File: src/rtl/nibble_serial_subtractor.sv
// Nibble-serial subtractor: computes a - b - bin four bits per cycle, LSB nibble first,
// with valid/ready handshakes on both sides and registered result flags.
module nibble_serial_subtractor #(
    parameter int unsigned WIDTH = 32
) (
    input  logic             clk,
    input  logic             rst_n,
    input  logic             in_valid,
    output logic             in_ready,
    input  logic [WIDTH-1:0] a,
    input  logic [WIDTH-1:0] b,
    input  logic             bin,
    output logic             out_valid,
    input  logic             out_ready,
    output logic [WIDTH-1:0] diff,
    output logic             bout,
    output logic             zero,
    output logic             ovf
);

    localparam int unsigned NIB   = WIDTH / 4;
    localparam int unsigned CNT_W = (NIB > 1) ? $clog2(NIB) : 1;

    typedef enum logic [1:0] {
        IDLE = 2'd0,
        RUN  = 2'd1,
        DONE = 2'd2
    } state_e;

    state_e             state_q;
    logic [WIDTH-1:0]   a_q;
    logic [WIDTH-1:0]   b_q;
    logic [WIDTH-1:0]   acc_q;
    logic [CNT_W-1:0]   cnt_q;
    logic               carry_q;
    logic [WIDTH-1:0]   diff_q;
    logic               bout_q;
    logic               zero_q;
    logic               ovf_q;

    logic [3:0]         a_nib;
    logic [3:0]         nb_nib;
    logic [3:0]         g;
    logic [3:0]         p;
    logic [3:0]         c;
    logic               carry_d;
    logic [3:0]         sum_d;
    logic [WIDTH-1:0]   result_d;
    logic               last_nib;

    // 4-bit carry-lookahead adder on a + ~b + carry for the current nibble
    always_comb begin
        a_nib   = a_q[3:0];
        nb_nib  = ~b_q[3:0];
        g       = a_nib & nb_nib;
        p       = a_nib ^ nb_nib;
        c[0]    = carry_q;
        c[1]    = g[0] | (p[0] & c[0]);
        c[2]    = g[1] | (p[1] & g[0]) | (p[1] & p[0] & c[0]);
        c[3]    = g[2] | (p[2] & g[1]) | (p[2] & p[1] & g[0])
                | (p[2] & p[1] & p[0] & c[0]);
        carry_d = g[3] | (p[3] & g[2]) | (p[3] & p[2] & g[1])
                | (p[3] & p[2] & p[1] & g[0]) | (p[3] & p[2] & p[1] & p[0] & c[0]);
        sum_d   = p ^ c;
    end

    // Partial result shifts in from the top so the final nibble lands at the MSBs
    if (WIDTH > 4) begin : g_wide
        assign result_d = {sum_d, acc_q[WIDTH-1:4]};
    end else begin : g_narrow
        assign result_d = sum_d;
    end

    assign last_nib  = (cnt_q == CNT_W'(NIB - 1));
    assign in_ready  = (state_q == IDLE) && rst_n;
    assign out_valid = (state_q == DONE);
    assign diff      = diff_q;
    assign bout      = bout_q;
    assign zero      = zero_q;
    assign ovf       = ovf_q;

    always_ff @(posedge clk or negedge rst_n) begin
        if (!rst_n) begin
            state_q <= IDLE;
            a_q     <= '0;
            b_q     <= '0;
            acc_q   <= '0;
            cnt_q   <= '0;
            carry_q <= 1'b0;
            diff_q  <= '0;
            bout_q  <= 1'b0;
            zero_q  <= 1'b0;
            ovf_q   <= 1'b0;
        end else begin
            case (state_q)
                IDLE: begin
                    if (in_valid) begin
                        a_q     <= a;
                        b_q     <= b;
                        carry_q <= ~bin;
                        cnt_q   <= '0;
                        state_q <= RUN;
                    end
                end
                RUN: begin
                    a_q     <= a_q >> 4;
                    b_q     <= b_q >> 4;
                    acc_q   <= result_d;
                    carry_q <= carry_d;
                    cnt_q   <= cnt_q + CNT_W'(1);
                    if (last_nib) begin
                        // a_q/b_q bit 3 holds the operand sign bits on the final nibble
                        diff_q  <= result_d;
                        bout_q  <= ~carry_d;
                        zero_q  <= (result_d == '0);
                        ovf_q   <= (a_nib[3] != b_q[3]) && (sum_d[3] != a_nib[3]);
                        state_q <= DONE;
                    end
                end
                DONE: begin
                    if (out_ready) begin
                        state_q <= IDLE;
                    end
                end
                default: state_q <= IDLE;
            endcase
        end
    end

endmodule

File: config.mk
export PLATFORM = sky130hd
export DESIGN_NAME = nibble_serial_subtractor
export DESIGN_NICKNAME = d
export VERILOG_FILES = /design/src/rtl/nibble_serial_subtractor.sv
export SDC_FILE = /design/constraint.sdc
export NUM_CORES = 1
export LEC_CHECK = 0
export ABC_AREA = 1
export BUFFER_PORTS_ARGS = -buffer_cell sky130_fd_sc_hd__buf_2
export CAP_MARGIN = 10
export CORE_UTILIZATION = 53
export CTS_BUF_LIST = sky130_fd_sc_hd__clkbuf_4 sky130_fd_sc_hd__clkbuf_8
export DETAILED_ROUTE_END_ITERATION = 7
export PLACE_DENSITY = 0.84
export SLEW_MARGIN = 20
export SYNTH_ARGS = -nofsm -noshare
export SYNTH_HDL_FRONTEND = slang
export SYNTH_SLANG_ARGS = --single-unit
File: constraint.sdc
create_clock -name clk -period 2.2 [get_ports clk]
set_clock_uncertainty 0.1 [all_clocks]
set_input_delay 0.33 -clock clk [delete_from_list [all_inputs] [get_ports clk]]
set_output_delay 0.33 -clock clk [all_outputs]
set_load 0.01 [all_outputs]
======== Yosys cells after proc, flatten, opt, wreduce, memory -nomap -nowiden ========
Index checks and enable logic that the tools add are counted.
storage, ports and cells
  flip-flop bits (word level) ............. 137
  output and inout port bits .............. 37
  word-level logic and storage cells ...... 71
operators by class
  add/sub/neg operators ................... 1
  equal/unequal tests ..................... 8
  mux-type cells .......................... 12
  bitwise operators ....................... 32
  reductions and logical operators ........ 8
operator list
  operator             count
  $pmux 32 s2          2
  $mux 32              2
  $logic_not 32->1     1
  $and 1x1->1          16
  $or 1x1->1           10
  $xor 4x4->4          2
  $mux 2               3
  $pmux 2 s3           1
  $pmux 3 s2           1
  $and 4x4->4          1
  $ne 2x2->1 const B   2
  $not 4->4            1
  $reduce_and 2->1     2
  $add 3x1->3 const B  1
  $eq 3x3->1 const B   1
  $mux 3               1
  $reduce_and 3->1     1
  $eq 2x1->1 const B   1
  $eq 2x2->1 const B   1
  $logic_and 1x1->1    2
  $logic_not 2->1      1
  $ne 1x1->1           2
  $ne 2x1->1 const B   1
  $not 1->1            2
  other kinds (3)      3

======== Logic depth before layout (Yosys ltp) ========
  word-level depth ........................ 9
  mapped depth ............................ 10
  mapped depth without buffers ............ 10

======== Worst setup path before layout ========
OpenSTA, ideal clock, no wires.
  path type ............................... register to register
  start point ............................. reg a_q[0]
  end point ............................... reg zero_q, in the netlist zero
  setup time .............................. 0.065 ns
  data arrival time ....................... 1.348 ns
  data required time ...................... 2.035 ns
  slack ................................... 0.687 ns
  stages on the path, launching flop included .. 9
  buffers on the path ..................... 0
  clock period less this slack ............ 1.513 ns
  cells stage by stage .................... dfrtp_1 fa_1 inv_1 nand3_1 nor2_1 nand2_1 nor2_1 nand3_1 nand2_1
between the ends
  elaborated cells on any way between the ends .. 16
RTL lines
  item                    line  text
  start, declared         31    logic [WIDTH-1:0] a_q;
  start signal, assigned  106   a_q <= a_q >> 4;
  $xor 4x4->4             56    p = a_nib ^ nb_nib;
  $xor 4x4->4             64    sum_d = p ^ c;
  net sum_d[0]            47    logic [3:0] sum_d;
  $logic_not 32->1        115   zero_q <= (result_d == '0);
  end signal, assigned    115
  end, declared           38    logic zero_q;
The timed path passes the listed nets, and every way through them passes these cells.
A chain may end at the register's enable or synchronous reset.

======== Worst setup path after layout ========
  start point ............................. reg state_q[0]
  end point ............................... reg a_q[2]
between the ends
  longest elaborated chain between the ends .. 3
  elaborated cells on any way between the ends .. 6
RTL lines
  item                                                              line  text
  start, declared                                                   30    state_e state_q;
  start signal, assigned                                            84    state_q <= IDLE;
  start signal, assigned                                            102   state_q <= RUN;
  start signal, assigned                                            117   state_q <= DONE;
  $eq 2x1->1 or $logic_not 2->1 (tied branches)                     95    case (state_q)
  $reduce_bool 2->1 (no source line) or $ne 2x2->1 (tied branches)  --
  $reduce_and 2->1 (no source line)                                 --
Several ways; a longest one is shown, not always the timed one.

==> results by stage <==
Synthesis:
- By area the synthesized netlist is led by sky130_fd_sc_hd__dfrtp_1 55%, sky130_fd_sc_hd__nand2_1 7.8%, sky130_fd_sc_hd__o21ai_1 7.0%, sky130_fd_sc_hd__nand3_1 6.5%, sky130_fd_sc_hd__o21ai_0 6.0%.
- The synthesized netlist occupies a cell area of 6010 um2.
- Of the total synthesized cell area, the portion taken by AND, OR, NAND and NOR gates is 20.8%.
- Counting every net in the synthesized netlist gives 750.
- By area, the combinational part of the netlist is dominated by simple AND/OR/NAND/NOR gates.
- The synthesized design contains ~130 register bits.
- The number of cells produced by synthesis is 674.
- The synthesized netlist devotes 0% of its cell area to XOR and XNOR gates.
- The mux share of post-synthesis cell area is 0%.
- The number of warnings printed during yosys synthesis is 0.
- The library cell occupying the most area in the post-synthesis netlist is sky130_fd_sc_hd__dfrtp_1.
- Summing the sequential cell areas from Yosys gives 55.4% of the chip area.
- Summing the areas of all compound-gate instances in the mapped netlist gives roughly 14% of the synthesized area.
- The fraction of synthesized cell area taken by the top area cell type is 55.4%.
- A synthesized cell averages around 8.9 um2.
- In this run, distinct cell masters in the synthesized netlist total 27.
- Of the total synthesized cell area, the portion taken by full adders, half adders and majority gates is between 1.5 and 2%.

Setup path:
- The critical path class is register to register.
- For this run, the slowest stage of the critical path takes about 0.62 ns.
- The critical path contains buffers and inverters numbering 0 combined.
- The cell type group with the largest total delay on the critical path is simple AND/OR/NAND/NOR gates.
- The slowest stage of the critical path belongs to the cell sky130_fd_sc_hd__dfrtp_1.
- The critical path goes through nand2_8 -> nand2_4 -> o21ai_0 -> o21ai_1.
- The largest fanout on the critical path is 61.
- The category of the worst setup path launch point is a register.
- The critical path required time is approximately 2.5 ns.
- The sort of element at the end of the critical path is a register.
- The endpoint arrival time on the critical path is 2.19 ns.

Timing:
- Setup repair after global routing left no endpoint under its margin.
- The time the worst path needs with I/O delays and setup is approximately 1.9 ns.
- The maximum operating frequency is 0.521 GHz.
- The relative slew slack is 42.6%.
- Setup violations remaining at the end of the flow were counted as 0.
- At the pin with the least slew margin, the transition time is about 0.86 ns.
- The worst-case hold slack is 0.0309 ns.
- The number of slew-limit violations in the final report came to 0.
- The worst path setup slack after routing is 0.280 ns.
- In the final timing run, aggregate negative setup slack is 0 ns.
- The final number of hold-violating endpoints was 0.
- The final period utilization is 87.3%.

Drt:
- The number of DRC markers after the initial detailed-route iteration is 538.
- The wire length per cell after detailed routing is 14.7 um.
- The detailed-router iteration count before antenna repair is 5.
- The remaining antenna violation count is 0.
- Detailed routing inserted a total of between 5,000 and 6,000 vias.
- The total length of routed wires is around 13,000 um.
- The post-detailed-route DRC marker count is 0.
- Using the TritonRoute via totals, the vias-per-cell ratio works out to 5.52.

GRT:
- The number of global-route vias before repair is between 4,000 and 5,000.
- The initial antenna violation count is 0.
- The met1 track utilization from global routing is 33.6%.
- The global routing stage identified its most utilized layer as met2.
- After global routing the overflow that remains totals 0.
- Global routing used ~40% of the available met2 tracks.
- The first global-routing pass estimated 22,900 um of wire.
- The total routing usage reported by global routing is 25.4%.
- The met3 track utilization from global routing is under 10%.
- Entering global routing, the biggest net connects 134 pins.

Place:
- The congestion estimate from routability-driven global placement came to ~0.81.
- The count of buffers added on input and output ports is approximately 110.
- The pre-CTS setup slack is about 0.38 ns.
- The HPWL reported at the end of detailed placement is about 8700 um.

Power:
- The peak supply drop is 0.884 mV.
- Summed over all cells, the static leakage comes to 3.42 nW.
- The power per cell area is ~1500 nW/um2.

Finish:
- The area growth from synthesis to layout is 15.3%.
- The final standard cell utilization of the core is 63.3%.
- At the end of the flow, the number of nets in the layout was 839.
- Cells with a size suffix above 1 make up 19.6% of the layout.
- The number of antenna diodes in the final layout is 0.

Floorplan:
- The standard cell core area is 10,900 um2.
- The floorplan has 38 rows.
- The horizontal die dimension is 108 um.
- The starting density of the core is 54.9%.
- The area of the die is 11,800 um2.
- The die height is 108 um.
- Pin placement for this block handled 106 I/O pins.

Clock network:
- The maximum clock path buffer count is 2.
- The insertion delay to the later sink of the worst-skew pair is 0.46 ns.
- The deepest level of the CTS H-tree is 4.
- The clock root buffer is sky130_fd_sc_hd__clkbuf_8.
- CTS saw 133 sinks.
- TritonCTS built the clock tree.
- Clock-pin slew was measured on the worst setup and hold paths at 0.08 ns.
- The count of buffers added by post-CTS timing repair for setup is 0.
- The TritonCTS buffer count is 17.

Outcome:
- The run finished with clean final reports.

Worst hold path:
- The class of the worst hold path is primary input to register.

Run:
- The max capacitance violation total is 0.
[report_power, final]
group          switching, W  total [W]  internal (W)
Clock              0.000965    0.00230       0.00134
Sequential         0.000669    0.00420       0.00353
Combinational       0.00251    0.00392       0.00141
Total               0.00415     0.0104       0.00628
[cell families after synthesis]
kind of cell	Yosys count
buf+inv	78
fa+ha+maj	7
flops	133
compound gates	164
simple gates	292
[metal layers]
metal  vias to the layer above  wire length (um)
met4                         0               327
met3                        33               857
li1                       2413                 -
met1                      2416              5930
met5                         -                 0
met2                       192              6370
[metrics by stage]
step           instances  cell area, um2  total power [W]
2_1_floorplan        674            6010          0.00716
3_3_place_gp         880            6430          0.00789
3_5_place_dp         880            6430          0.00811
4_1_cts              916            6930           0.0104
5_1_grt              916            6930           0.0113
6_report             916            6930           0.0104
[final timing paths]
kind | startpoint | endpoint | slack (ns) | cells past startpoint
setup / recovery | state_q[0] | a_q[2] | 0.28 | 4
hold / removal | a[28] | a_q[28] | 0.03 | 3
setup reg to reg | state_q[0] | a_q[2] | 0.28 | 4
hold reg to reg | diff[24] | diff[24] | 0.38 | 2
max in group asynchronous | rst_n | a_q[21] | 1.00 | 3
min in group asynchronous | rst_n | diff[28] | 0.44 | 3
[registers in the layout, summed over array words and instances, names as in the netlist]
signal,flops
zero,1
carry_q,1
b_q,32
a_q,32
state_q,2
cnt_q,3
acc_q,28
bout,1
diff,32
ovf,1
[worst register-to-register path: stages (launching register included)]
cell and delay [ns]:
sky130_fd_sc_hd__dfrtp_1 0.62, sky130_fd_sc_hd__nand2_8 0.24, sky130_fd_sc_hd__nand2_4 0.48, sky130_fd_sc_hd__o21ai_0 0.17
sky130_fd_sc_hd__o21ai_1 0.22
[synthesized netlist by cell type (all sizes together)]
| library cell | n |
|---|---|
| o21ai | 156 |
| dfrtp | 133 |
| nand2 | 128 |
| nor2 | 81 |
| nand3 | 79 |
| buf | 45 |
| inv | 31 |
| ha | 6 |
| o22ai | 4 |
| clkbuf | 2 |
| a21oi | 1 |
| a22oi | 1 |
| fa | 1 |
| nand3b | 1 |
| nand4 | 1 |
| nor3b | 1 |
| o211ai | 1 |
| o31ai | 1 |
| or3 | 1 |
[timing repair]
action | 4_1_cts | 5_1_grt
gates resized for setup | 0 | 0
hold buffers | 4 | 0
hold endpoints to repair | 136 | 0
[final cells by class]
cell class | count | area [um2]
Sequential cell | 133 | 3330
Inverter | 31 | 121
Timing Repair Buffer | 117 | 666
Fill cell | 893 | 4010
Multi-Input combinational cell | 463 | 2180
Tap cell | 140 | 175
Clock inverter | 11 | 174
Clock buffer | 21 | 283
[placed cells by master, fill, tap and decap left out, drive strengths merged]
master         n
dfrtp        133
o31ai          1
inv           31
clkinv         4
nand3b         1
clkbuf        21
a22oi          1
nor2          81
fa             1
ha             6
a21oi          1
buf          113
dlygate4sd3    4
clkinvlp       3
o21ai        156
o22ai          4
or3            1
o211ai         1
nand2        128
nand3         79
nand4          1
bufinv         4
nor3b          1
Note: power is estimated with default switching activity, not from simulation.
